[config.mk]
export PLATFORM = sky130hd
export DESIGN_NAME = fetch_queue
export DESIGN_NICKNAME = d
export VERILOG_FILES = /design/src/rtl/risc_pkg.sv /design/src/rtl/fetch_fifo.sv /design/src/rtl/fetch_queue.sv
export SDC_FILE = /design/constraint.sdc
export NUM_CORES = 1
export LEC_CHECK = 0
export CAP_MARGIN = 20
export CORE_MARGIN = 2
export CORE_UTILIZATION = 57
export CTS_CLUSTER_SIZE = 10
export DETAILED_ROUTE_END_ITERATION = 6
export GPL_TIMING_DRIVEN = 0
export PLACE_DENSITY = 0.82
export SLEW_MARGIN = 15
export SYNTH_ARGS = -nofsm -noshare
export SYNTH_HDL_FRONTEND = slang
export SYNTH_SLANG_ARGS = --single-unit
[constraint.sdc]
create_clock -name clock -period 4.6 [get_ports clock]
set_input_delay 0.92 -clock clock [delete_from_list [all_inputs] [get_ports clock]]
set_output_delay 0.92 -clock clock [all_outputs]
set_load 0.02 [all_outputs]
[src/rtl/risc_pkg.sv]
// risc_pkg: RISC_PROC shared widths, fetch entry type, core reset PC and a saturating-increment helper.
package risc_pkg;
    localparam int INSTR_W_DEF = 16;
    localparam int ADDR_W_DEF = 16;
    localparam logic [ADDR_W_DEF-1:0] CORE_RESET_PC = '0;

    typedef struct packed {
        logic [INSTR_W_DEF-1:0] instr;
        logic [ADDR_W_DEF-1:0]  pc;
    } fetch_entry_t;

    function automatic logic [15:0] sat_inc16(input logic [15:0] v, input logic en);
        return (en && v != 16'hFFFF) ? v + 16'd1 : v;
    endfunction
endpackage

[src/rtl/fetch_fifo.sv]
// fetch_fifo: DEPTH-entry FIFO of fetch entries with push/pop, synchronous clear and occupancy flags.
module fetch_fifo
    import risc_pkg::*;
#(
    parameter type T = fetch_entry_t,
    parameter int DEPTH = 4,
    localparam int AW = $clog2(DEPTH),
    localparam int CW = AW + 1
) (
    input  logic          clock,
    input  logic          reset,
    input  logic          clear,
    input  logic          push,
    input  logic          pop,
    input  T              wdata,
    output T              rdata,
    output logic [CW-1:0] count,
    output logic          full,
    output logic          empty
);
    T mem [DEPTH];
    logic [AW-1:0] rd_ptr, wr_ptr;
    logic do_push, do_pop;

    assign full = count == CW'(DEPTH);
    assign empty = count == '0;
    assign do_pop = pop & ~empty;
    assign do_push = push & (~full | do_pop);
    assign rdata = mem[rd_ptr];

    always_ff @(posedge clock or negedge reset) begin
        if (!reset) begin
            rd_ptr <= '0;
            wr_ptr <= '0;
            count <= '0;
        end else if (clear) begin
            rd_ptr <= '0;
            wr_ptr <= '0;
            count <= '0;
        end else begin
            if (do_push) wr_ptr <= wr_ptr + 1'b1;
            if (do_pop) rd_ptr <= rd_ptr + 1'b1;
            count <= count + CW'(do_push) - CW'(do_pop);
        end
    end

    // Storage needs no reset: the head is only observed while count is non-zero.
    always_ff @(posedge clock) begin
        if (do_push && !clear) mem[wr_ptr] <= wdata;
    end
endmodule

[src/rtl/fetch_queue.sv]
// fetch_queue: decoupled fetch stage - owns the PC, issues to fixed-latency imem, buffers words in a FIFO.
// Optional FETCH_PERF_EN adds saturating redirect / stall / dropped-response counters.
module fetch_queue
    import risc_pkg::*;
#(
    parameter int INSTR_W = INSTR_W_DEF,
    parameter int ADDR_W = ADDR_W_DEF,
    parameter int DEPTH = 4,
    parameter logic [ADDR_W-1:0] RESET_PC = ADDR_W'(CORE_RESET_PC)
) (
    input  logic               clock,
    input  logic               reset,
    input  logic               redirect_valid,
    input  logic [ADDR_W-1:0]  redirect_pc,
    output logic               imem_req_valid,
    input  logic               imem_req_ready,
    output logic [ADDR_W-1:0]  imem_req_addr,
    input  logic [INSTR_W-1:0] imem_rsp_data,
    output logic               out_valid,
    input  logic               out_ready,
    output logic [INSTR_W-1:0] out_instr,
    output logic [ADDR_W-1:0]  out_pc,
    output logic [ADDR_W-1:0]  out_pc_next,
    output logic               empty,
    output logic               full
`ifdef FETCH_PERF_EN
    ,
    output logic [15:0]        perf_redirects,
    output logic [15:0]        perf_stall_cycles,
    output logic [15:0]        perf_dropped
`endif
);
    localparam int CW = $clog2(DEPTH) + 1;

    typedef struct packed {
        logic [INSTR_W-1:0] instr;
        logic [ADDR_W-1:0]  pc;
    } entry_t;

    logic [ADDR_W-1:0] fetch_pc, inflight_pc;
    logic inflight, stale, accept, rsp_push, rsp_drop;
    logic [CW-1:0] count;
    entry_t head, wdata;

    // A FIFO slot is reserved for every outstanding request, so pushes never overflow.
    assign imem_req_valid = reset & ((count + CW'(inflight)) < CW'(DEPTH));
    assign imem_req_addr = fetch_pc;
    assign accept = imem_req_valid & imem_req_ready;
    assign rsp_push = inflight & ~stale & ~redirect_valid;
    assign rsp_drop = inflight & (stale | redirect_valid);
    assign wdata = '{instr: imem_rsp_data, pc: inflight_pc};

    assign out_valid = ~empty;
    assign out_instr = out_valid ? head.instr : '0;
    assign out_pc = out_valid ? head.pc : '0;
    assign out_pc_next = out_valid ? head.pc + 1'b1 : '0;

    always_ff @(posedge clock or negedge reset) begin
        if (!reset) begin
            fetch_pc <= RESET_PC;
            inflight_pc <= '0;
            inflight <= 1'b0;
            stale <= 1'b0;
        end else begin
            fetch_pc <= redirect_valid ? redirect_pc : accept ? fetch_pc + 1'b1 : fetch_pc;
            inflight_pc <= fetch_pc;
            inflight <= accept;
            // A request accepted alongside a redirect fetched the old path.
            stale <= redirect_valid;
        end
    end

    fetch_fifo #(
        .T(entry_t),
        .DEPTH(DEPTH)
    ) u_fifo (
        .clock(clock),
        .reset(reset),
        .clear(redirect_valid),
        .push(rsp_push),
        .pop(out_ready),
        .wdata(wdata),
        .rdata(head),
        .count(count),
        .full(full),
        .empty(empty)
    );

`ifdef FETCH_PERF_EN
    always_ff @(posedge clock or negedge reset) begin
        if (!reset) begin
            perf_redirects <= '0;
            perf_stall_cycles <= '0;
            perf_dropped <= '0;
        end else begin
            perf_redirects <= sat_inc16(perf_redirects, redirect_valid);
            perf_stall_cycles <= sat_inc16(perf_stall_cycles, full & ~out_ready);
            perf_dropped <= sat_inc16(perf_dropped, rsp_drop);
        end
    end
`endif
endmodule

==> metrics.md <==
| Metric | Value |
|---|---|
| Status | `completed` |
| Clk root buf | `clkbuf_16` |
| Residual DRC count | `0` |
| R2R setup slack | `between 1500 and 2000 ps` |
| Netlist cell types | `between 40 and 50` |
| Sequential area share after synthesis | `0.6838` |
| Area grow syn2layout | `28.16%` |
| H-Tree Depth | `4` |
| Post-route insts no fill | `about 750` |
| Cells after DPL | `715` |
| First-pass GRT wire length | `approximately 26000 um` |
| Peak supply drop | `about 0.27 mV` |
| Starting density of the core | `0.5880` |
| RSZ-0062 raised after global routing | `no` |
| Die Span Y | `around 120 um` |
| CP Depth | `7` |
| FILL cells | `750` |
| Mapped Cells | `around 440` |
| Fin nets | `between 600 and 700` |
| Synth top area share | `0.5397` |
| Most used cell, CP | `clkbuf_1` |
| GRT Util Overall | `0.2637` |
| WP buf/inv | `5` |
| Initial antenna violation count | `0` |
| CTS max path bufs | `2` |
| Hpwl dp | `around 10000 um` |
| Tmin final | `4286 ps` |
| Final setup margin | `314.1 ps` |
| Pwr Density | `between 500 and 600 mW/mm^2` |
| Clk_lat worst skew | `between 400 and 500 ps` |
| CTS sink cnt | `169` |
| WS Path Type | `flip-flop to primary output` |
| Most frequent cells in the layout | `edfxtp_1 (128), clkdlybuf4s50_1 (103), dfrtp_1 (41)` |
| YS warnings | `0` |
| Vias in the first global route | `4607` |
| Max Slew Vio Count | `0` |
| Yosys top cell by area | `edfxtp_1` |
| Core area | `~0.012 mm^2` |
| Slew margin rel. | `0.5914` |
| Die width | `between 100 and 150 um` |
| Die ar. | `roughly 0.013 mm^2` |
| Hold Path Cell Cnt | `0` |
| PortBufs | `104` |
| Main synth FF type | `edfxtp_1` |
| Clk slew on worst S/H paths | `around 60 ps` |
| Worst Path Arrival | `3370 ps` |
| Drt pass-1 iters | `5` |
| Worst path top cell family by delay | `buffers and inverters` |
| Worst Setup Slack post-DPL | `between 800 and 900 ps` |
| Largest net degree at the start of global routing | `30` |
| Post-CTS Setup Bufs | `0` |
| First DRT Iteration DRCs | `roughly 490` |
| Post-Syn Area | `approximately 0.007 mm^2` |
| Worst path cell trace | `buf_2 > or3_1 > clkbuf_1 > clkbuf_1 > clkbuf_1 > and2_1 > clkdlybuf4s50_1` |
| Overflow after GRT | `0` |
| Routability-driven placement congestion ratio | `roughly 0.83` |
| Layout cell share with drive strength beyond 1 | `0.1468` |
| Hold Buf Count CTS | `0` |
| Worst-margin pin slew | `between 600 and 700 ps` |
| IO Pins | `between 100 and 150` |
| Cells on worst reg2reg path | `11` |
| Final Hold Fails | `0` |
| EDFF count, synth | `128` |
| Row count | `40` |
| Reg2reg end | `u_fifo.count[2]$_DFF_PN0_` |
| # setup viols final | `0` |
| CP Launch Type | `flip-flop` |
| Post-DR wirelength/cell | `22.11 um` |
| Final wirelength | `around 17000 um` |
| Async set-reset flop share out of synthesis | `0.2426` |
| Crit-path slowest cell | `clkdlybuf4s50_1` |
| Largest cells by area after synthesis | `edfxtp_1 (54%), dfrtp_1 (14%), mux4_2 (7.6%)` |
| Tcrit/Tclk final | `0.9317` |
| Post_cts resized | `0` |
| Max_cap viols | `0` |
| CTS Buf Count | `17` |
| Worst Hold Endpoint | `inflight_pc[15]$_DFF_PN0_` |
| DR vias/cell | `approximately 6` |
| Worst Setup End Kind | `primary output` |
| CTS tree | `built` |
| Setup Skew | `approximately 6.4 ps` |
| Commonest non-fill, non-tap cell in the layout | `edfxtp_1` |
| Hold path startpoint | `imem_req_addr[15]$_DFFE_PN0P_` |
| Required time worst endpoint | `roughly 3700 ps` |
| Antenna Nets Post-Route | `0` |
| Syn Area/Cell | `roughly 16 um^2` |
| Leakage dissipation | `between 3 and 4 nW` |
| Net count after synthesis | `just under 500` |
| Synth Register Bits | `169` |
| Routed via count | `approximately 4500` |
| Worst stage delay on the critical path | `about 640 ps` |
| Hold WC Path Type | `flip-flop to flip-flop` |
| Antenna cells | `0` |
| Critical path fanouts, max | `10` |
| Final setup TNS | `0 ps` |
| F_max | `~230 MHz` |
| FF-to-FF Start | `u_fifo.count[1]$_DFF_PN0_` |
==> stage by stage <==
step                      hold WS [ps]  utilization  total power [mW]  cell area [um^2]
after floorplan                  454.7            -             2.958              7122
after global placement           439.0       0.6913             3.751              8373
after detailed placement         454.3       0.7002             3.816              8481
after CTS                        469.9       0.7536             5.399              9128
after global routing             491.9       0.7536             5.583              9128
final                            473.7       0.7536             5.382              9128
==> synthesized netlist by cell type (all sizes together) (5+ instances only) <==
master and number:
a21oi 6, clkbuf 9, buf 9, a31oi 10, nor2 28, o31ai 7
ha 8, edfxtp 128, and2 33, dfrtp 41, nand4 7, nand3 11
xor2 6, mux2 7, or4 6, mux4 32, nor3 5, nand2 17
o21ai 14, or3 6, inv 12, and3 7, xnor2 7
==> cell type report <==
class / count / area (um^2) / share of cell area
flip-flops and latches: 169 / 4870 / 0.5335
multi-input cells: 237 / 2093 / 0.2293
repair buffers: 109 / 1144 / 0.1253
clock buffers: 17 / 425.4 / 0.04661
clock inverters: 15 / 221.5 / 0.02426
well taps: 168 / 210.2 / 0.02303
plain buffers: 18 / 111.4 / 0.01220
inverters: 14 / 52.55 / 0.005757
==> power breakdown <==
group,switching (mW),internal (mW),total (mW)
registers,0.0747,1.71,1.79
logic,1.09,0.944,2.03
clock network,0.598,0.965,1.56
total,1.76,3.62,5.38
==> metal layers <==
metal	vias to the layer above	global-route usage	wire length, um
met1	2246	0.3526	6781
li1	1958	-	-
met4	0	0.1230	373
met5	-	0	0
met3	32	0.04393	967
met2	231	0.4312	8395
==> flip-flops by register name (all words and copies together) (netlist names) <==
name and count:
imem_req_addr 16, inflight 1, inflight_pc 16, stale 1, u_fifo.count 3, u_fifo.mem 128, u_fifo.rd_ptr 2, u_fifo.wr_ptr 2
==> cell families (layout without fill, tap and decap cells) <==
kind of cell / count (synthesis) / after routing / share of synthesized area
multiplexers: 40 / 40 / 0.1179
buffers and inverters: 32 / 173 / 0.02301
AND/OR/NAND/NOR: 130 / 130 / 0.1033
AO/OA/AOI/OAI: 45 / 45 / 0.03918
flip-flops: 169 / 169 / 0.6838
adder cells (fa/ha/maj): 9 / 9 / 0.01687
XOR/XNOR: 13 / 13 / 0.01599
==> worst max path at each step <==
stage	from	endpoint	slack (ps)
after floorplan	u_fifo.rd_ptr[0]$_DFFE_PN0P_	out_pc_next[6]	1610
after global placement	reset	imem_req_valid	40
after detailed placement	u_fifo.count[1]$_DFF_PN0_	out_instr[9]	840
after CTS	u_fifo.count[1]$_DFF_PN0_	out_instr[7]	280
after global routing	u_fifo.count[1]$_DFF_PN0_	out_instr[7]	140
final	u_fifo.count[1]$_DFF_PN0_	out_instr[7]	310
Note: power is estimated with default switching activity, not from simulation.
